$ cat src/rtl/lcd_bus_capture.sv
// Passive HD44780 bus receiver: decodes lcd_en strobes and keeps a 32-cell shadow of the display.
// Optional LCD_CAPTURE_CGRAM_EN adds a 64x5 CGRAM shadow and stretches the reset sweep to 64 cycles.
module lcd_bus_capture #(
  parameter logic [7:0] FILL_CHAR = 8'h20
) (
  input  logic       clk,
  input  logic       rst,
  input  logic       lcd_en,
  input  logic       lcd_rs,
  input  logic       lcd_rw,
  input  logic [7:0] lcd_data,
  input  logic [4:0] rd_addr,
  output logic [7:0] rd_char,
  input  logic [5:0] cg_rd_addr,
  output logic [4:0] cg_rd_data,
  output logic [6:0] cursor_addr,
  output logic       display_on,
  output logic       busy,
  output logic       cmd_valid,
  output logic       data_valid,
  output logic [7:0] last_byte,
  output logic       err_overrun,
  output logic       err_read
);

`ifdef LCD_CAPTURE_CGRAM_EN
  localparam logic [5:0] RST_LAST = 6'd63;
`else
  localparam logic [5:0] RST_LAST = 6'd31;
`endif

  typedef enum logic [1:0] {S_IDLE, S_CLEAR, S_DONE} state_t;

  state_t      state_q, state_d;
  logic [5:0]  cnt_q, cnt_d;
  logic        clr_q, clr_d;
  logic        en_q, rs_q, rw_q;
  logic [7:0]  data_q;
  logic [6:0]  ac_q, ac_d;
  logic        mode_q, mode_d;
  logic        inc_q, inc_d;
  logic        disp_q, disp_d;
  logic        cmdv_q, cmdv_d, datv_q, datv_d;
  logic [7:0]  last_q, last_d;
  logic        ovr_q, ovr_d, rde_q, rde_d;
  logic [7:0]  rd_char_q;
  logic [7:0]  cells_q [32];
  logic        cell_we, cg_we;
  logic [4:0]  cell_idx;
  logic [7:0]  cell_wdata;
  logic        strobe;

  // AC step: CGRAM wraps mod 64; DDRAM follows the two-line 0x00-0x27 / 0x40-0x67 map.
  function automatic logic [6:0] ac_step(input logic [6:0] ac, input logic cg, input logic up);
    if (cg) return {1'b0, up ? ac[5:0] + 6'd1 : ac[5:0] - 6'd1};
    if (ac >= 7'h28 && ac <= 7'h3F) return 7'h40;
    if (ac >= 7'h68) return 7'h00;
    if (up) return (ac == 7'h27) ? 7'h40 : (ac == 7'h67) ? 7'h00 : ac + 7'd1;
    return (ac == 7'h00) ? 7'h67 : (ac == 7'h40) ? 7'h27 : ac - 7'd1;
  endfunction

  assign strobe = en_q & ~lcd_en;

  always_comb begin
    state_d    = state_q;
    cnt_d      = cnt_q;
    clr_d      = clr_q;
    ac_d       = ac_q;
    mode_d     = mode_q;
    inc_d      = inc_q;
    disp_d     = disp_q;
    cmdv_d     = 1'b0;
    datv_d     = 1'b0;
    last_d     = last_q;
    ovr_d      = ovr_q;
    rde_d      = rde_q;
    cell_we    = 1'b0;
    cell_idx   = cnt_q[4:0];
    cell_wdata = FILL_CHAR;
    cg_we      = 1'b0;

    case (state_q)
      S_CLEAR: begin
        cell_we = ~cnt_q[5];
        if (cnt_q == (clr_q ? 6'd31 : RST_LAST)) begin
          state_d = clr_q ? S_DONE : S_IDLE;
          if (clr_q) begin
            ac_d   = 7'h00;
            inc_d  = 1'b1;
            mode_d = 1'b0;
            cmdv_d = 1'b1;
          end
        end else begin
          cnt_d = cnt_q + 6'd1;
        end
      end
      default: state_d = S_IDLE;
    endcase

    if (strobe) begin
      if (rw_q) begin
        rde_d = 1'b1;
      end else if (state_q == S_CLEAR) begin
        ovr_d = 1'b1;
      end else begin
        last_d = data_q;
        if (rs_q) begin
          datv_d = 1'b1;
          if (!mode_q) begin
            // Only the 16 visible columns of each line are shadowed.
            cell_we    = (ac_q[6:4] == 3'b000) || (ac_q[6:4] == 3'b100);
            cell_idx   = {ac_q[6], ac_q[3:0]};
            cell_wdata = data_q;
          end else begin
            cg_we = 1'b1;
          end
          ac_d = ac_step(ac_q, mode_q, inc_q);
        end else begin
          cmdv_d = (data_q != 8'h01);
          casez (data_q)
            8'b1???????: begin ac_d = data_q[6:0]; mode_d = 1'b0; end
            8'b01??????: begin ac_d = {1'b0, data_q[5:0]}; mode_d = 1'b1; end
            8'b001?????: ;
            8'b0001????: if (!data_q[3]) ac_d = ac_step(ac_q, mode_q, data_q[2]);
            8'b00001???: disp_d = data_q[2];
            8'b000001??: inc_d = data_q[1];
            8'b0000001?: begin ac_d = 7'h00; mode_d = 1'b0; end
            8'b00000001: begin state_d = S_CLEAR; cnt_d = 6'd0; clr_d = 1'b1; end
            default: ;
          endcase
        end
      end
    end
  end

  always_ff @(posedge clk) begin
    data_q <= lcd_data;
    rs_q   <= lcd_rs;
    rw_q   <= lcd_rw;
    if (rst) begin
      en_q      <= 1'b0;
      state_q   <= S_CLEAR;
      cnt_q     <= 6'd0;
      clr_q     <= 1'b0;
      ac_q      <= 7'h00;
      mode_q    <= 1'b0;
      inc_q     <= 1'b1;
      disp_q    <= 1'b0;
      cmdv_q    <= 1'b0;
      datv_q    <= 1'b0;
      last_q    <= 8'h00;
      ovr_q     <= 1'b0;
      rde_q     <= 1'b0;
      rd_char_q <= 8'h00;
    end else begin
      en_q      <= lcd_en;
      state_q   <= state_d;
      cnt_q     <= cnt_d;
      clr_q     <= clr_d;
      ac_q      <= ac_d;
      mode_q    <= mode_d;
      inc_q     <= inc_d;
      disp_q    <= disp_d;
      cmdv_q    <= cmdv_d;
      datv_q    <= datv_d;
      last_q    <= last_d;
      ovr_q     <= ovr_d;
      rde_q     <= rde_d;
      rd_char_q <= cells_q[rd_addr];
    end
  end

  always_ff @(posedge clk) begin
    if (cell_we) cells_q[cell_idx] <= cell_wdata;
  end

`ifdef LCD_CAPTURE_CGRAM_EN
  logic [4:0] cg_q [64];
  logic [4:0] cg_rd_q;

  // Only the reset sweep (clr_q low) zeroes CGRAM; Clear Display leaves it alone.
  always_ff @(posedge clk) begin
    if (state_q == S_CLEAR && !clr_q) cg_q[cnt_q] <= 5'd0;
    else if (cg_we) cg_q[ac_q[5:0]] <= data_q[4:0];
  end

  always_ff @(posedge clk) begin
    if (rst) cg_rd_q <= 5'd0;
    else     cg_rd_q <= cg_q[cg_rd_addr];
  end

  assign cg_rd_data = cg_rd_q;
`else
  logic unused_cg;
  assign unused_cg  = (^cg_rd_addr) ^ cg_we;
  assign cg_rd_data = 5'd0;
`endif

  assign rd_char     = rd_char_q;
  assign cursor_addr = ac_q;
  assign display_on  = disp_q;
  assign busy        = (state_q == S_CLEAR);
  assign cmd_valid   = cmdv_q;
  assign data_valid  = datv_q;
  assign last_byte   = last_q;
  assign err_overrun = ovr_q;
  assign err_read    = rde_q;

endmodule

$ cat config.mk
export PLATFORM = sky130hd
export DESIGN_NAME = lcd_bus_capture
export DESIGN_NICKNAME = d
export VERILOG_FILES = /design/src/rtl/lcd_bus_capture.sv
export SDC_FILE = /design/constraint.sdc
export NUM_CORES = 1
export LEC_CHECK = 0
export CORE_MARGIN = 2
export CORE_UTILIZATION = 45
export CTS_CLUSTER_DIAMETER = 30
export CTS_CLUSTER_SIZE = 30
export DETAILED_ROUTE_END_ITERATION = 8
export HOLD_SLACK_MARGIN = 0.15
export SLEW_MARGIN = 40
export SYNTH_ARGS = -nofsm -noshare
export SYNTH_HDL_FRONTEND = slang
export SYNTH_SLANG_ARGS = --single-unit
$ cat constraint.sdc
create_clock -name clk -period 3 [get_ports clk]
set_clock_uncertainty 0.15 [all_clocks]
set_input_delay 0.3 -clock clk [delete_from_list [all_inputs] [get_ports clk]]
set_output_delay 0.3 -clock clk [all_outputs]
set_load 0.02 [all_outputs]
After elaboration in Yosys (flattened, before gate mapping)
Memory sizes are Yosys's and may differ from the RTL's. A register that Yosys moved wholly into a read port is not among the register bits. Cells that the tools add are included.

Bits in read-only memories: 0. Bits in latches: 0. Bits in writable memories: 256. Memories: 1. Output and inout bits: 34. Bits in registers: 42.

Memory list: cells_q (words 32, width 8, read ports 1, clocked after memory_dff 1, write ports 1, RTL line 47) `logic [7:0] cells_q [32];`.

Add/sub/neg operators: 5. Bitwise operators: 7. Reductions and logical operators: 11. Muxes and demuxes: 145. Order comparisons: 3. Div/mod/pow operators: 0. $mul: 0. Shift-type cells: 0. Eq/ne operators: 13.

Operator list (count): $mux 7 (28); $mux 1 (88); $mux 6 (9); $mux 8 (5); $pmux 7 s4 (1); $mux 5 (5); $mux 2 (8); $eq 7x7->1 const B (2); $add 6x1->6 const B (2); $reduce_and 5->1 (2); $eq 8x1->1 const B (1); $ne 8x1->1 const B (1); $add 7x1->7 const B (1); $eq 7x1->1 const B (1); $eq 7x6->1 const B (1); $ge 7x6->1 const B (1); $ge 7x7->1 const B (1); $le 7x6->1 const B (1); $logic_not 7->1 (1); $sub 7x1->7 const B (1); $eq 6x1->1 const B (1); $eq 6x5->1 const B (1); $not 1->1 (6); $reduce_and 3->1 (2); 13 further kinds (14).

Logic depth before layout (Yosys ltp)
Gate-level depths: netlist of the first run.

Depth after elaboration: 41. Gate-level depth with buffers: 9. Mapped depth without buffers: 8.

Worst setup path after synthesis of the first run
Ideal clock, no wire load.

Path type: reg-to-reg. From: register state_q[1]. To: memory cells_q[21][0] (enable). Arrival time: 1.997 ns. Clock period less this slack: 2.517 ns. Cell stages (with the launch flop): 8. Path buffers: 1. Path slack: 0.483 ns. Cells stage by stage: dfxtp_1 > nand2b_1 > inv_1 > nor4_2 > buf_4 > mux2i_1 > nand2_1 > nor2_1.

Word-level cells in the longest chain between the ends: 9. Elaborated cells between the ends (all ways): 12. Classes of those cells: eq/ne: 1; mux: 11.

RTL lines: from (decl) (RTL line 34) `state_t state_q, state_d;`; from (signal assigned) (RTL line 157) `state_q <= state_d;`; $eq 2x1->1 *; net busy (RTL line 18) `output logic busy,`; $mux 1 (RTL line 82) `case (state_q)`; $mux 1 (RTL line 109) `if (!mode_q) begin`; $mux 1 (RTL line 107) `if (rs_q) begin`; $mux 1 (RTL line 103) `end else if (state_q == S_CLEAR) begin`; $mux 1 (RTL line 101) `if (rw_q) begin`; $mux 1 (RTL line 100) `if (strobe) begin`; $mux 1 (RTL line 174) `if (cell_we) cells_q[cell_idx] <= cell_wdata;`; $mux 1 (not written as such) (RTL line 174); to (decl) (RTL line 47).

Mark *: on every way through the listed nets, which the timed path passes. The rest lies on a longest branch.

Final worst setup path of the first run
From: register ac_q[1], in the netlist cursor_addr[1]. To: register ac_q[4], in the netlist cursor_addr[4].

Word-level cells in the longest chain between the ends: 19. Elaborated cells between the ends (all ways): 68. Classes of those cells: add/sub: 4; order compare: 3; eq/ne: 3; mux: 56; reduce/logical: 2.

RTL lines: from (decl) (RTL line 39) `logic [6:0] ac_q, ac_d;`; from (signal assigned) (RTL line 145) `ac_q <= 7'h00;`; from (signal assigned) (RTL line 160) `ac_q <= ac_d;`; $ge 7x7->1 (RTL line 57) `if (ac >= 7'h68) return 7'h00;`; $mux 1 (2 in series) (RTL line 57); $mux 1 (RTL line 56) `if (ac >= 7'h28 && ac <= 7'h3F) return 7'h40;`; $mux 1 (RTL line 124) `8'b0001????: if (!data_q[3]) ac_d = ac_step(ac_q, mode_q, data_q[2]);`; $mux 1 (RTL line 120) `casez (data_q)`; $mux 1 (RTL line 107); $mux 1 (RTL line 103); $mux 1 (RTL line 101); [2 not listed]; $mux 7 (RTL line 57); $mux 7 (RTL line 56); $mux 7 (RTL line 124); $pmux 7 s4 (RTL line 120); $mux 7 * (RTL line 107); $mux 7 * (RTL line 103); $mux 7 * (RTL line 101); $mux 7 * (RTL line 100).

Mark *: on every way between the ends. The rest lies on a longest branch, timed or not. The select of a mux whose other input is x is not followed. A chain may end at the register's enable or synchronous reset.

==> results of run 1 <==
-- stage by stage --
stage	total power [W]	hold WS (ns)	worst slack, ns
after CTS	0.01127	0.1930	0.3623
after detailed placement	0.005105	0.3077	0.03454
after global routing	0.01149	0.2434	0.1908
after floorplan	0.004957	0.1777	0.4833
after global placement	0.005099	0.2919	0.09693
final	0.01116	0.2292	0.3658
-- cells in the final DEF, fill, tap and decap left out, drive strengths merged, types with 11 or more instances in the layout --
cell type / n
clkdlybuf4s50: 44
a21oi: 27
nand2: 49
nand3: 13
dfxtp: 50
mux4: 80
nor2: 70
buf: 68
a22o: 11
nor3: 12
inv: 24
clkbuf: 62
clkinv: 15
nand2b: 16
edfxtp: 256
o21ai: 19
-- layout make-up --
cell class / count / share of cell area (%)
clock inverter: 41 / 2.521
clock buffer: 62 / 9.337
multi-input combinational: 410 / 23.44
inverter: 10 / 0.2356
tap: 378 / 2.968
timing repair buffer: 122 / 6.973
sequential: 306 / 54.53
-- worst min-delay path, stage by stage --
cell and delay, ns:
sky130_fd_sc_hd__clkdlybuf4s50_1 0.45, sky130_fd_sc_hd__inv_1 0.09, sky130_fd_sc_hd__nor2_1 0.04
-- power by group through the flow --
stage	combinational (W)	sequential (W)	clock (W)
6_report	0.000389	0.00464	0.00613
5_1_grt	0.000417	0.00464	0.00643
4_1_cts	0.000392	0.00464	0.00624
3_5_place_dp	0.000381	0.00472	0
3_3_place_gp	0.000378	0.00472	0
2_1_floorplan	0.000233	0.00472	0
-- routing by layer --
layer	vias up	global-route usage (%)	part of all wire, %
li1	3323	-	-
met5	-	0	0
met4	0	5.992	2.5
met3	66	3.227	4.8
met1	3703	26.43	43
met2	252	33.98	50
-- cell usage after synthesis, types with 11 or more instances --
| cell | instances | share of area, % |
|---|---|---|
| sky130_fd_sc_hd__buf_2 | 12 | 0.47 |
| sky130_fd_sc_hd__a21oi_1 | 25 | 0.98 |
| sky130_fd_sc_hd__nand2b_1 | 16 | 0.79 |
| sky130_fd_sc_hd__dfxtp_1 | 50 | 7.9 |
| sky130_fd_sc_hd__nor2_1 | 69 | 2.0 |
| sky130_fd_sc_hd__mux4_2 | 80 | 14 |
| sky130_fd_sc_hd__edfxtp_1 | 256 | 60 |
| sky130_fd_sc_hd__clkbuf_1 | 22 | 0.65 |
| sky130_fd_sc_hd__nand3_1 | 13 | 0.51 |
| sky130_fd_sc_hd__o21ai_0 | 17 | 0.67 |
| sky130_fd_sc_hd__a22o_1 | 11 | 0.76 |
| sky130_fd_sc_hd__nand2_1 | 49 | 1.4 |
-- kinds of logic (layout without fill, tap and decap cells) --
logic type                 count (synthesis)  in the layout
xor gates and xnor gates                   8              8
adders and majority gates                  4              4
and+or+nand+nor                          200            200
muxes                                     94             94
buffers and inverters                     63            235
other                                      1              5
AOI/OAI and AO/OA                         99             99
DFF                                      306            306
-- worst max-delay path by stage --
stage | depth (start not counted) | slack [ns] | to | startpoint
2_1_floorplan | 7 | 0.48 | cells_q[21][0]$_DFFE_PP_ | state_q[1]$_SDFF_PP0_
3_3_place_gp | 8 | 0.1 | cells_q[0][3]$_DFFE_PP_ | lcd_en
3_5_place_dp | 8 | 0.03 | cells_q[1][3]$_DFFE_PP_ | lcd_en
4_1_cts | 8 | 0.36 | cursor_addr[4]$_SDFF_PP0_ | cursor_addr[1]$_SDFF_PP0_
5_1_grt | 7 | 0.19 | cursor_addr[3]$_SDFF_PP0_ | cursor_addr[1]$_SDFF_PP0_
6_report | 8 | 0.37 | cursor_addr[4]$_SDFF_PP0_ | cursor_addr[1]$_SDFF_PP0_
-- sequential cells by signal, indices dropped and copies added, names as in the netlist --
name and count:
cursor_addr 7, rd_char 8, err_read 1, clr_q 1
state_q 2, err_overrun 1, mode_q 1, cnt_q 6
cmd_valid 1, display_on 1, cells_q 256, rw_q 1
rs_q 1, data_q 8, last_byte 8, data_valid 1
en_q 1, inc_q 1
==> impl_metrics.json, run 1 <==
{
  "setup.worst_path.class": "reg -> reg",
  "number_of_global_route_vias_before_repair": 7662,
  "synth_compound_area_share_pct": 5.330,
  "worstPathArrival_ns": 2.96,
  "drt_iter0_markers": 548,
  "drv_cap": 0,
  "pwr_density_cell_nw_per_um2": 700.2,
  "port_buffers": 46,
  "net_sw_share_pct": 21.44,
  "die_w_um": 172.2,
  "place.detailed.hpwl_um": 18180,
  "first_pass_iters": 5,
  "floorplan.initialDensity_pct": 45.80,
  "clk_transition_reported_paths_ns": 0.05,
  "netlist_area_um2": 12720,
  "synth-adder-area-share_pct": 0.3934,
  "timing.critical_path.max_delay_family": "compound AO/OA/AOI/OAI gates",
  "critical_path.startpoint_type": "flop",
  "worst-r2r-setup-slack_ns": 0.37,
  "min_cycle_time_layout_ns": 2.634,
  "holdCritStartpoint": "lcd_en",
  "power.sequential.fraction_pct": 41.6,
  "max-vdd-ir-drop_uv": 418.7,
  "final_antenna_net_count": 0,
  "hp-class": "in -> reg",
  "syn_to_final_growth_pct": 25.23,
  "finalHoldViolations": 0,
  "stdcell_area_um2": 15930,
  "clock_power_share_pct": 54.9,
  "grt_remaining_overflow": 0,
  "cp-end-kind": "flop",
  "min_period_over_period_pct": 87.81,
  "setup_viol": 0,
  "timing.hold.worst_path_depth": 3,
  "fp.dieH_um": 172.2,
  "syn-instance-count": 775,
  "clkLatencyLatePin_ns": 0.56,
  "htree_num_levels": 2,
  "worst-r2r-cell-count": 8,
  "finalWeightedCongestion": 0.9017,
  "synth-warning-count": 0,
  "initial_antenna_violation_count": 0,
  "power_frac_comb_pct": 3.5,
  "post_synth.cell_area_avg_um2": 16.42,
  "timing.critical_path.buf_inv": 1,
  "largest_family_of_logic_cells_by_synthesized_area": "multiplexers",
  "tns_ns": 0,
  "post_synth_and_or_nand_nor_area_fraction_pct": 7.602,
  "leakage_power_nw": 4.987,
  "report.final.slew_viol_count": 0,
  "outcome": "complete, no violations",
  "cts_repair_resize_count": 0,
  "synth_sequential_area_ratio_pct": 68.29,
  "detail_route.wl_per_cell_um": 21.49,
  "grtUsageTotal_pct": 19.90,
  "drt-total-wl_um": 28560,
  "cellInternalPower_w": 0.008765,
  "worstReg2RegStart": "cursor_addr[1]$_SDFF_PP0_",
  "critical_path.max_fanout": 10,
  "yosys_register_bits": 306,
  "postCtsSetupRepairBufs": 0,
  "crit_required_ns": 3.33,
  "die_outline_area_um2": 29640,
  "vias_per_cell": 5.526,
  "timing.critical_path.cells": "inv_1 -> ha_1 -> or3b_4 -> mux2_4 -> a21oi_2 -> o21ai_1 -> a2111o_1 -> o22ai_1",
  "postPlaceCellArea_um2": 13940,
  "postSynth.asyncResetShare_pct": 0,
  "netlist-cell-type-count": 62,
  "grt_pass1_wl_um": 44040,
  "root_buffer_master": "sky130_fd_sc_hd__clkbuf_16",
  "yosys_most_used_dff": "sky130_fd_sc_hd__edfxtp_1",
  "max_clock_buf_depth": 3,
  "reg2reg_to": "cursor_addr[4]$_SDFF_PP0_",
  "final_core_util_pct": 57.35,
  "tritoncts.num_buffers": 55,
  "sequential_cell_area_um2": 8688,
  "cell_count_post_placement": 1216,
  "dr_total_vias": 7344,
  "hold_buffers": 10,
  "net-switching-power_w": 0.002392,
  "timing.max_slew.rel_slack_pct": 54.04,
  "fraction_of_final_layout_cells_with_drive_strength_greater_than_1_pct": 27.44,
  "grt_start_max_net_pins": 65,
  "finalNetCount": 933,
  "synth_enable_flop_cells": 256,
  "detail_route.drc_violations": 0,
  "tightest_slew_ns": 0.6884,
  "slowest_delay_ns": 0.46,
  "multiInputGateArea_um2": 3735,
  "non_filler_instances": 1329,
  "tritoncts": "built",
  "critical-path-slowest-cell": "sky130_fd_sc_hd__dfxtp_1",
  "core_region_area_um2": 27780,
  "design.portCount": 58,
  "core.rowCount": 61,
  "fmax_mhz": 379.6,
  "diodes": 0,
  "holdPathEnd": "en_q$_SDFF_PP0_",
  "clkSinkCount": 306,
  "synth_xor_area_share_pct": 0.5507,
  "fillCellCount": 2157,
  "rsz0062_at_grt": "false",
  "synth_mux_area_share_pct": 15.33
}
Power figures use the tool's default switching activity.
==> run 2, diff against run 1 <==
CORE_ASPECT_RATIO = 1.25   (was default)
CTS_CLUSTER_SIZE = 20   (was 30)
SETUP_SLACK_MARGIN = 0.1   (was default)
==> impl_metrics.json, run 2 (synthesis gave the netlist of run 1 again) <==
{
  "clkSinkCount": 306,
  "grtUsageTotal_pct": 19.55,
  "final_critical_path_setup_slack_ns": 0.3045,
  "timing.max_slew.rel_slack_pct": 52.46,
  "setup.worst_path.class": "reg -> reg",
  "tightest_slew_ns": 0.7104,
  "pwr_density_cell_nw_per_um2": 659.1,
  "tritoncts": "built",
  "mostFrequentLayoutCell": "sky130_fd_sc_hd__edfxtp_1",
  "first_pass_iters": 5,
  "largest_register_ff_count": 256,
  "critical-path-slowest-cell": "sky130_fd_sc_hd__dfxtp_1",
  "number_of_global_route_vias_before_repair": 7725,
  "fp.dieH_um": 192.0,
  "postPlaceCellArea_um2": 13970,
  "grt_remaining_overflow": 0,
  "design.portCount": 58,
  "tritoncts.num_buffers": 44,
  "port_buffers": 46,
  "dr_total_vias": 7265,
  "cp-end-kind": "flop",
  "drt-total-wl_um": 27930,
  "drv_cap": 0,
  "slowest_delay_ns": 0.65,
  "hp-class": "reg -> reg",
  "critical_path.startpoint_type": "flop",
  "final_antenna_net_count": 0,
  "timing.critical_path.cells": "inv_1 -> ha_1 -> or3b_4 -> mux2_4 -> a21oi_2 -> o21ai_1 -> a2111o_1 -> o22ai_1",
  "outcome": "complete, no violations",
  "setup_viol": 0,
  "clk_transition_reported_paths_ns": 0.06,
  "net_sw_share_pct": 20.53,
  "core.rowCount": 68,
  "detail_route.wl_per_cell_um": 21.67,
  "finalWeightedCongestion": 0.9038,
  "leakage_power_nw": 4.858,
  "most-common-layout-cells": "sky130_fd_sc_hd__edfxtp_1, sky130_fd_sc_hd__mux4_2, sky130_fd_sc_hd__buf_4",
  "initial_antenna_violation_count": 0,
  "drt_iter0_markers": 554,
  "power.sequential.fraction_pct": 45.0,
  "fin_worst_hold_slack_ns": 0.3051,
  "design_power_total_w": 0.01030,
  "floorplan.initialDensity_pct": 45.87,
  "report.final.slew_viol_count": 0,
  "clkLatencyLatePin_ns": 0.54,
  "min_cycle_time_layout_ns": 2.695,
  "finalHoldViolations": 0,
  "fraction_of_final_layout_cells_with_drive_strength_greater_than_1_pct": 26.41,
  "place.detailed.hpwl_um": 18930,
  "grt_pass1_wl_um": 44140,
  "clock_power_share_pct": 51.1,
  "detail_route.drc_violations": 0,
  "holdCritStartpoint": "clr_q$_SDFFE_PP0P_",
  "min_period_over_period_pct": 89.85,
  "max_clock_buf_depth": 3,
  "fmax_mhz": 371.0,
  "worstReg2RegStart": "cursor_addr[1]$_SDFF_PP0_",
  "core_region_area_um2": 27740,
  "die_w_um": 154.4,
  "cellInternalPower_w": 0.008185,
  "crit_required_ns": 3.30,
  "root_buffer_master": "sky130_fd_sc_hd__clkbuf_16",
  "die_outline_area_um2": 29640,
  "worstPathArrival_ns": 2.99,
  "net-switching-power_w": 0.002114,
  "syn_to_final_growth_pct": 22.81,
  "diodes": 0,
  "htree_num_levels": 2,
  "cp-startpoint": "cursor_addr[1]$_SDFF_PP0_",
  "critical_path.max_fanout": 10,
  "most_flops_register": "cells_q",
  "max-vdd-ir-drop_uv": 490.8,
  "place_ws_ns": -0.1029,
  "stdcell_area_um2": 15630,
  "finalNetCount": 932,
  "power_frac_comb_pct": 3.8,
  "postCtsSetupRepairBufs": 0,
  "grt_start_max_net_pins": 42,
  "vias_per_cell": 5.636,
  "rsz0062_at_grt": "false"
}
-- run 2: per-stage QoR --
step / cells / util, % / setup TNS [ns]
final: 1289 / 56.34 / 0
after global routing: 1289 / 56.34 / 0
after CTS: 1289 / 56.32 / 0
after detailed placement: 1198 / 50.37 / -10.08
after global placement: 1198 / 50.37 / -8.969
after floorplan: 779 / - / 0
-- run 2: layout make-up --
| type | count | area (um^2) |
|---|---|---|
| fillers | 2139 | 12110 |
| flip-flops and latches | 306 | 8688 |
| multi-input cells | 410 | 3739 |
| repair buffers | 132 | 1174 |
| clock buffers | 51 | 1147 |
| well taps | 350 | 437.9 |
| clock inverters | 30 | 402.9 |
| inverters | 10 | 37.54 |
-- run 2: per-layer routing --
metal	vias up	share of wire, %	wire (um)	GRT usage (%)
li1	3310	-	-	-
met1	3659	40	11290	24.80
met2	230	52	14430	34.27
met3	66	4.7	1319	3.227
met4	0	3.2	891	6.909
met5	-	0	0	0
-- run 2: final timing paths --
path | end | slack (ns) | cells after the start
max | cursor_addr[4]$_SDFF_PP0_ | 0.30 | 8
min | clr_q$_SDFFE_PP0P_ | 0.31 | 2
max reg2reg | cursor_addr[4]$_SDFF_PP0_ | 0.30 | 8
min reg2reg | clr_q$_SDFFE_PP0P_ | 0.31 | 2
-- run 2: power groups by stage --
stage	clock network, W	registers [W]	logic, W
5_1_grt	0.00556	0.00464	0.000424
2_1_floorplan	0	0.00472	0.000233
3_3_place_gp	0	0.00472	0.000381
3_5_place_dp	0	0.00472	0.000389
4_1_cts	0.00537	0.00464	0.000400
6_report	0.00527	0.00464	0.000395
-- run 2: timing repair --
action,4_1_cts,5_1_grt
hold endpoints to repair,10,0
setup endpoints to repair,0,33
resized for setup,0,1
hold buffers,10,0
-- run 2: worst max-delay path, delay by kind of cell (launching register included) --
kind	cells	cell delay, ns
AOI/OAI and AO/OA	4	0.85
DFF	1	0.65
muxes	1	0.30
buffers and inverters	1	0.13
adders and majority gates	1	0.27
and+or+nand+nor	1	0.27
==> run 3, diff against run 2 <==
CORE_UTILIZATION = 55   (was 45)
DONT_BUFFER_PORTS = 1   (was default)
PLACE_DENSITY = 0.7   (was default)
==> impl_metrics.json, run 3 (synthesis gave the netlist of run 1 again) <==
{
  "max_clock_buf_depth": 3,
  "report.final.slew_viol_count": 0,
  "most_flops_register": "cells_q",
  "initial_antenna_violation_count": 0,
  "design.portCount": 58,
  "worstReg2RegStart": "rw_q$_DFF_P_",
  "tritoncts": "built",
  "final_core_util_pct": 64.81,
  "finalNetCount": 858,
  "vias_per_cell": 6.077,
  "core_region_area_um2": 22880,
  "critical_path.startpoint_type": "flop",
  "max-vdd-ir-drop_uv": 496.8,
  "fillCellCount": 1549,
  "min_cycle_time_layout_ns": 2.874,
  "design_power_total_w": 0.009874,
  "root_buffer_master": "sky130_fd_sc_hd__clkbuf_16",
  "non_filler_instances": 1149,
  "crit_required_ns": 3.01,
  "violations_in_the_final_reports": "design-rule violations",
  "worst-r2r-cell-count": 7,
  "critical_path.max_fanout": 21,
  "first_pass_iters": 7,
  "cp-end-kind": "flop",
  "reg2reg_to": "cells_q[26][2]$_DFFE_PP_",
  "critPathCapture": "cells_q[26][2]$_DFFE_PP_",
  "die_w_um": 140.0,
  "dr_total_vias": 6982,
  "fp.dieH_um": 174.1,
  "critical-path-slowest-cell": "sky130_fd_sc_hd__nor2_2",
  "grt_start_max_net_pins": 65,
  "core.rowCount": 62,
  "setup.worst_path.class": "reg -> reg",
  "cell_count_post_placement": 1056,
  "drv_cap": 0,
  "diodes": 0,
  "postCtsSetupRepairBufs": 0,
  "cp-startpoint": "rw_q$_DFF_P_",
  "worst-r2r-setup-slack_ns": 0.13,
  "clk_transition_reported_paths_ns": 0.06,
  "port_buffers": 0,
  "leakage_power_nw": 4.514,
  "timing.max_slew.rel_slack_pct": 50.04,
  "drt-total-wl_um": 26880,
  "finalWeightedCongestion": 0.9237,
  "detail_route.drc_violations": 2,
  "syn_to_final_growth_pct": 16.56,
  "number_of_global_route_vias_before_repair": 7354,
  "largest_register_ff_count": 256,
  "rsz0062_at_grt": "true",
  "grt_pass1_wl_um": 41700,
  "timing.critical_path.cells": "or3b_1 -> nor4_2 -> buf_12 -> o21a_1 -> a22o_1 -> nand2b_1 -> nor2_2",
  "finalHoldViolations": 0,
  "outcome": "finished with violations",
  "most-common-layout-cells": "sky130_fd_sc_hd__edfxtp_1, sky130_fd_sc_hd__mux4_2, sky130_fd_sc_hd__nor2_1",
  "drt_iter0_markers": 507,
  "clkSinkCount": 306,
  "mostFrequentLayoutCell": "sky130_fd_sc_hd__edfxtp_1",
  "htree_num_levels": 2,
  "place.detailed.hpwl_um": 16880,
  "floorplan.initialDensity_pct": 55.60,
  "die_outline_area_um2": 24370,
  "fmax_mhz": 348.0,
  "slowest_delay_ns": 0.52,
  "tns_ns": 0,
  "hp-class": "in -> reg",
  "holdCritStartpoint": "lcd_data[7]",
  "clkLatencyLatePin_ns": 0.51,
  "setup_viol": 0,
  "final_antenna_net_count": 0,
  "tightest_slew_ns": 0.7470,
  "min_period_over_period_pct": 95.79,
  "fraction_of_final_layout_cells_with_drive_strength_greater_than_1_pct": 26.83,
  "detail_route.wl_per_cell_um": 23.39,
  "grt_remaining_overflow": 0,
  "grtUsageTotal_pct": 22.47,
  "worstPathArrival_ns": 2.88,
  "tritoncts.num_buffers": 40,
  "pwr_density_cell_nw_per_um2": 665.8
}
[run 3: changes by cell type in the layout (fill, tap and decap cells not counted), sizes merged]
cell,delta
clkinvlp,-1
inv,+9
dlygate4sd3,+8
clkbuf,-8
bufinv,-2
buf,-34
clkinv,-6
clkdlybuf4s50,-44
[run 3: cell type report]
class                   instances  area, um^2  share of cell area [%]
well taps                     288       360.3                   2.430
repair buffers                 62       533.0                   3.594
flip-flops and latches        306        8690                   58.59
multi-input cells             410        3775                   25.45
clock inverters                30       381.6                   2.573
inverters                      10       37.54                  0.2531
clock buffers                  43        1054                   7.104
[run 3: worst min-delay path by stage]
stage	cells past startpoint	slack, ns	end
2_1_floorplan	0	0.18	data_q[0]$_DFF_P_
3_5_place_dp	0	0.18	data_q[1]$_DFF_P_
3_3_place_gp	0	0.18	data_q[0]$_DFF_P_
5_1_grt	1	0.17	data_q[1]$_DFF_P_
4_1_cts	1	0.16	data_q[7]$_DFF_P_
6_report	1	0.18	data_q[7]$_DFF_P_
[run 3: what timing repair did]
| item | 4_1_cts | 5_1_grt |
|---|---|---|
| resized for setup | 3 | 13 |
| cloned | 0 | 0 |
| setup endpoints to repair | 120 | 128 |
| hold buffers | 20 | 0 |
| hold endpoints to repair | 50 | 0 |
[run 3: worst max-delay path: cells and delay by family, from the launching register on]
family          cells  cell delay, ns
compound gates      2            0.30
buf+inv             1            0.20
flops               1            0.32
simple gates        4            1.54
[run 3: layer usage]
metal	vias to the layer above	track usage, %	routed length [um]
li1	3146	-	-
met1	3506	27.68	10230
met2	274	40.02	14170
met3	56	4.077	1633
met4	0	7.997	844
met5	-	0	0
[run 3: where the power goes]
| part | switching [W] | leakage [nW] | internal (W) |
|---|---|---|---|
| clock network | 0.00189 | 0.703 | 0.00307 |
| logic | 0.000133 | 1.39 | 0.000137 |
| registers | 0.0000405 | 2.42 | 0.00461 |
| total | 0.00207 | 4.51 | 0.00781 |
[run 3: metrics by stage]
| stage | hold slack (ns) | setup WS [ns] | cell area, um^2 |
|---|---|---|---|
| after floorplan | 0.1777 | 0.4833 | 12740 |
| after global placement | 0.1778 | 0.08755 | 13150 |
| after detailed placement | 0.1778 | 0.01144 | 13150 |
| after CTS | 0.1636 | 0.02359 | 14800 |
| after global routing | 0.1712 | -0.04719 | 14830 |
| final | 0.1789 | 0.1262 | 14830 |
==> variant 1, RTL diff (flow settings as in run 2) <==
Encoding of `state_t`: now one-hot (3 bits for 3 states).
--- a/src/rtl/lcd_bus_capture.sv
+++ b/src/rtl/lcd_bus_capture.sv
@@ -29,7 +29,7 @@
   localparam logic [5:0] RST_LAST = 6'd31;
 `endif
 
-  typedef enum logic [1:0] {S_IDLE, S_CLEAR, S_DONE} state_t;
+  typedef enum logic [2:0] {S_IDLE = 3'b001, S_CLEAR = 3'b010, S_DONE = 3'b100} state_t;
 
   state_t      state_q, state_d;
   logic [5:0]  cnt_q, cnt_d;
Behaviour: same outputs for any inputs over 4 cycles, from zero or initial values and one cycle with rst high; so few cycles prove little.
==> variant 1 against run 2 <==
- non-clock buffer count is 6 lower
- wire length is 6.9% higher
- die area is 1.1% higher
- synthesized area is 1.1% higher
- cell area is 1.1% higher
- core utilization is 0.53 points lower
- worst setup slack better by 5.3 ps
- critical path depth is 1 lower
- sequential cell count is 1 higher
- total power is 3.7% higher
- first-iteration DRC count is 18% lower
- critical endpoint is now cursor_addr[6]$_SDFF_PP0_
- largest cell class unchanged
- highest routed layer unchanged
==> variant 1: results (changes against run 2) <==
{| class="wikitable"
! Metric !! Value
|-
| Outcome || completed
|-
| Final Wtd Congestion || 0.968 (+7.1%)
|-
| Proportion of cell area spent on the clock network || 10.0% (+0.094 points)
|-
| Vias in the first global route || 7727 (+0.026%)
|-
| Non-clk bufs || 126 (-4.5%)
|-
| Hold_sp || lcd_en
|-
| Buffering overhead || 7.46% (-0.053 points)
|-
| Number of library cell types mapped by synthesis || 73 (+18%)
|-
| Fraction of layout instances using a drive strength above 1 || 24.0% (-2.4 points)
|-
| Largest incremental delay on the critical path || 630 ps (-20 ps)
|-
| Leading post-synthesis cells by cell area || sky130_fd_sc_hd__edfxtp_1, sky130_fd_sc_hd__mux4_2, sky130_fd_sc_hd__dfxtp_1, sky130_fd_sc_hd__mux4_1, sky130_fd_sc_hd__nor2_1
|-
| HP Class || in2reg
|-
| Critical path fanouts, max || 12 (+2)
|-
| Top cells by count, synth || sky130_fd_sc_hd__edfxtp_1, sky130_fd_sc_hd__nor2_1, sky130_fd_sc_hd__mux4_2
|-
| Clock sinks || 307 (+0.33%)
|-
| Gate count of the mapped netlist || 783 (+1.0%)
|-
| Data arrival time of the worst path || 2980 ps (about the same)
|-
| Area fraction in compound gates after synthesis || 5.66% (+0.33 points)
|-
| Storage element area || 8710 µm² (+0.24%)
|-
| Wire length of the first global-routing pass || 45.3 mm (+2.5%)
|-
| Initial DRC Count || 454 (-18%)
|-
| Time the worst path needs with I/O delays and setup || 2690 ps (-5.29 ps)
|-
| Final routed wire length divided by cell count || 23.0 µm (+6.1%)
|-
| Multi-input combinational area share || 24.4% (+0.44 points)
|-
| Fraction of synthesized area in multiplexers || 15.2% (-0.11 points)
|-
| Worst rel slew slack || 49.0% (-3.5 points)
|-
| Vias/cell || 5.72 (+1.4%)
|-
| Placed inst area || 14100 µm² (+1.1%)
|-
| Post-Place Cells || 1204 (+0.50%)
|}
[variant 1: cell types whose count changed after synthesis, sizes merged, moves of 3 or more]
cell	before	now
a21o	1	4
a21oi	27	35
a22o	11	8
and4	0	3
mux2	4	1
mux2i	10	7
nand2	49	52
nand2b	16	8
nor3b	2	6
o21ai	19	22
o22ai	6	1
or3	5	2
[variant 1: metrics by stage]
step | utilization, % | setup TNS [ps]
global placement | 49.9 | -410
finish | 55.8 | 0
global route | 55.8 | 0
floorplan | - | 0
detailed placement | 49.9 | -2100
CTS | 55.8 | 0
[variant 1: power breakdown]
part | total [mW] | switching [mW] | leakage (nW) | internal, mW
clock network | 5.34 | 1.94 | 0.770 | 3.41
logic | 0.610 | 0.340 | 1.93 | 0.269
registers | 4.73 | 0.0548 | 3.06 | 4.67
[variant 1: worst reg2reg max path, delay by kind of cell, from the launching register on]
family                     cells  cell delay, ps
buffers and inverters          1             170
DFF                            1             630
adders and majority gates      1             230
AOI/OAI and AO/OA              5            1430
==> variant 2, RTL diff (config.mk and constraints of run 2) <==
Made on the original files. The option `LCD_CAPTURE_CGRAM_EN` is turned on by a define.
--- a/src/rtl/lcd_bus_capture.sv
+++ b/src/rtl/lcd_bus_capture.sv
@@ -1,5 +1,7 @@
 // Passive HD44780 bus receiver: decodes lcd_en strobes and keeps a 32-cell shadow of the display.
 // Optional LCD_CAPTURE_CGRAM_EN adds a 64x5 CGRAM shadow and stretches the reset sweep to 64 cycles.
+`define LCD_CAPTURE_CGRAM_EN
+
 module lcd_bus_capture #(
   parameter logic [7:0] FILL_CHAR = 8'h20
 ) (
Behaviour: same outputs for any inputs over 4 cycles, from zero or initial values and one cycle with rst high; that may be too few to reach the edited logic, so the function may still have changed.
==> variant 2 against run 2 <==
- worst setup slack worse by 29 ps
- critical path depth rose by 1
- total power rose by 120%
- worst hold slack got worse by 130 ps
- synthesized area is 100% higher
- cell area grew 110%
- sequential cell count increased by 325
- count of clock-buffer cells in the layout grew 86
- first-iteration DRC count grew 89%
- wire length grew 110%
- via count grew 92%
==> variant 2: results (changes against run 2) <==
{| class="wikitable"
! Metric !! Value
|-
| Outcome || completed
|-
| Leading post-synthesis cells by cell area || sky130_fd_sc_hd__edfxtp_1, sky130_fd_sc_hd__mux4_2, sky130_fd_sc_hd__dfxtp_1, sky130_fd_sc_hd__nor2_1, sky130_fd_sc_hd__mux2i_1
|-
| Initial DRC Count || 1046 (+89%)
|-
| Final Wtd Congestion || 0.869 (-3.8%)
|-
| Total leakage power || 10.6 nW (+120%)
|-
| Total routed wirelength || 59.7 mm (+110%)
|-
| Port bufs || 57 (+24%)
|-
| Number of flops mapped to enable cells by yosys || 576 (+130%)
|-
| Fraction of synthesized area in multiplexers || 16.5% (+1.2 points)
|-
| Final HPWL DP || 39.1 mm (+110%)
|-
| Global-route total usage across every layer || 20.7% (+1.2 points)
|-
| Wire length of the first global-routing pass || 91.0 mm (+110%)
|-
| Worst slew pin tran || 711 ps (+0.418 ps)
|-
| Highest ir drop seen on vdd || 0.483 mV (-1.6%)
|-
| Worst slack after detailed placement || -152 ps (-48.8 ps)
|-
| Number of buffers created by CTS || 111 (+150%)
|-
| Area share of fa/ha/maj cells after synthesis || 0.196% (-0.20 points)
|-
| Area fraction in compound gates after synthesis || 2.93% (-2.4 points)
|-
| Top cells by count, synth || sky130_fd_sc_hd__edfxtp_1, sky130_fd_sc_hd__mux4_2, sky130_fd_sc_hd__nor2_1
|-
| Sequential cell area fraction in the yosys report || 72.0% (+3.7 points)
|-
| Skew-Pair Late Insertion Delay || 660 ps (+120 ps)
|-
| Critical path fanouts, max || 6 (-4)
|-
| Number of library cell types mapped by synthesis || 68 (+9.7%)
|-
| Net count reported at finish || 1697 (+82%)
|-
| Data arrival time of the worst path || 2920 ps (-70 ps)
|-
| Largest net degree at the start of global routing || 65 (+55%)
|-
| Worst Hold Path Cells || 3 (+1)
|-
| Post-synthesis xor/xnor area fraction || 0.309% (-0.24 points)
|}
[variant 2: cells by family after synthesis]
logic type                 count (synthesis)
DFF                                      631
and+or+nand+nor                          324
muxes                                    210
AOI/OAI and AO/OA                        108
buffers and inverters                    100
xor gates and xnor gates                   9
adders and majority gates                  4
[variant 2: through the flow]
step,power (mW),area (µm²),std cells
final,23.0,32200,2508
after CTS,23.2,32200,2508
after global placement,10.4,28200,2287
after detailed placement,10.5,28200,2287
after floorplan,10.2,25500,1386
after global routing,23.6,32200,2508
[variant 2: per-layer routing]
| layer | wire length (µm) | GRT usage [%] |
|---|---|---|
| met1 | 23300 | 25.2 |
| met2 | 32000 | 36.9 |
| met3 | 2610 | 3.16 |
| met4 | 1720 | 8.36 |
| met5 | 0 | 0 |
[variant 2: worst max-delay path: stages, from the launching register on]
cell and delay [ps]:
sky130_fd_sc_hd__dfxtp_1 340, sky130_fd_sc_hd__or3b_2 480, sky130_fd_sc_hd__buf_4 170, sky130_fd_sc_hd__nor2_1 150, sky130_fd_sc_hd__a32o_1 230, sky130_fd_sc_hd__buf_4 110, sky130_fd_sc_hd__nand2b_1 90, sky130_fd_sc_hd__buf_4 160
sky130_fd_sc_hd__nor3_1 300, sky130_fd_sc_hd__buf_4 240
[variant 2: area by class of cell]
class,count,area [µm²]
Timing Repair Buffer,259,2270
Multi-Input combinational cell,655,6660
Inverter,11,41.3
Fill cell,4292,23900
Clock inverter,73,856
Sequential cell,631,18400
Clock buffer,137,3010
Tap cell,742,928
[variant 2: final timing paths]
check	startpoint	to	slack, ps
worst max-delay path	rw_q$_DFF_P_	cells_q[13][5]$_DFFE_PP_	280
worst min-delay path	lcd_en	en_q$_SDFF_PP0_	180
worst max register to register	rw_q$_DFF_P_	cells_q[13][5]$_DFFE_PP_	280
worst min register to register	last_byte[3]$_SDFFE_PP0P_	last_byte[3]$_SDFFE_PP0P_	310
[variant 2: power breakdown]
| group | switching [mW] | internal, mW |
|---|---|---|
| combinational | 0.369 | 0.314 |
| clock | 4.42 | 8.26 |
| sequential | 0.0496 | 9.56 |
| total | 4.84 | 18.1 |
[variant 2: repair_timing]
| action | in CTS | in global routing |
|---|---|---|
| hold endpoints to repair | 22 | 0 |
| resized for setup | 0 | 0 |
| hold buffers | 11 | 0 |
| setup buffers | 0 | 0 |
| endpoints found under the setup margin | 0 | 0 |
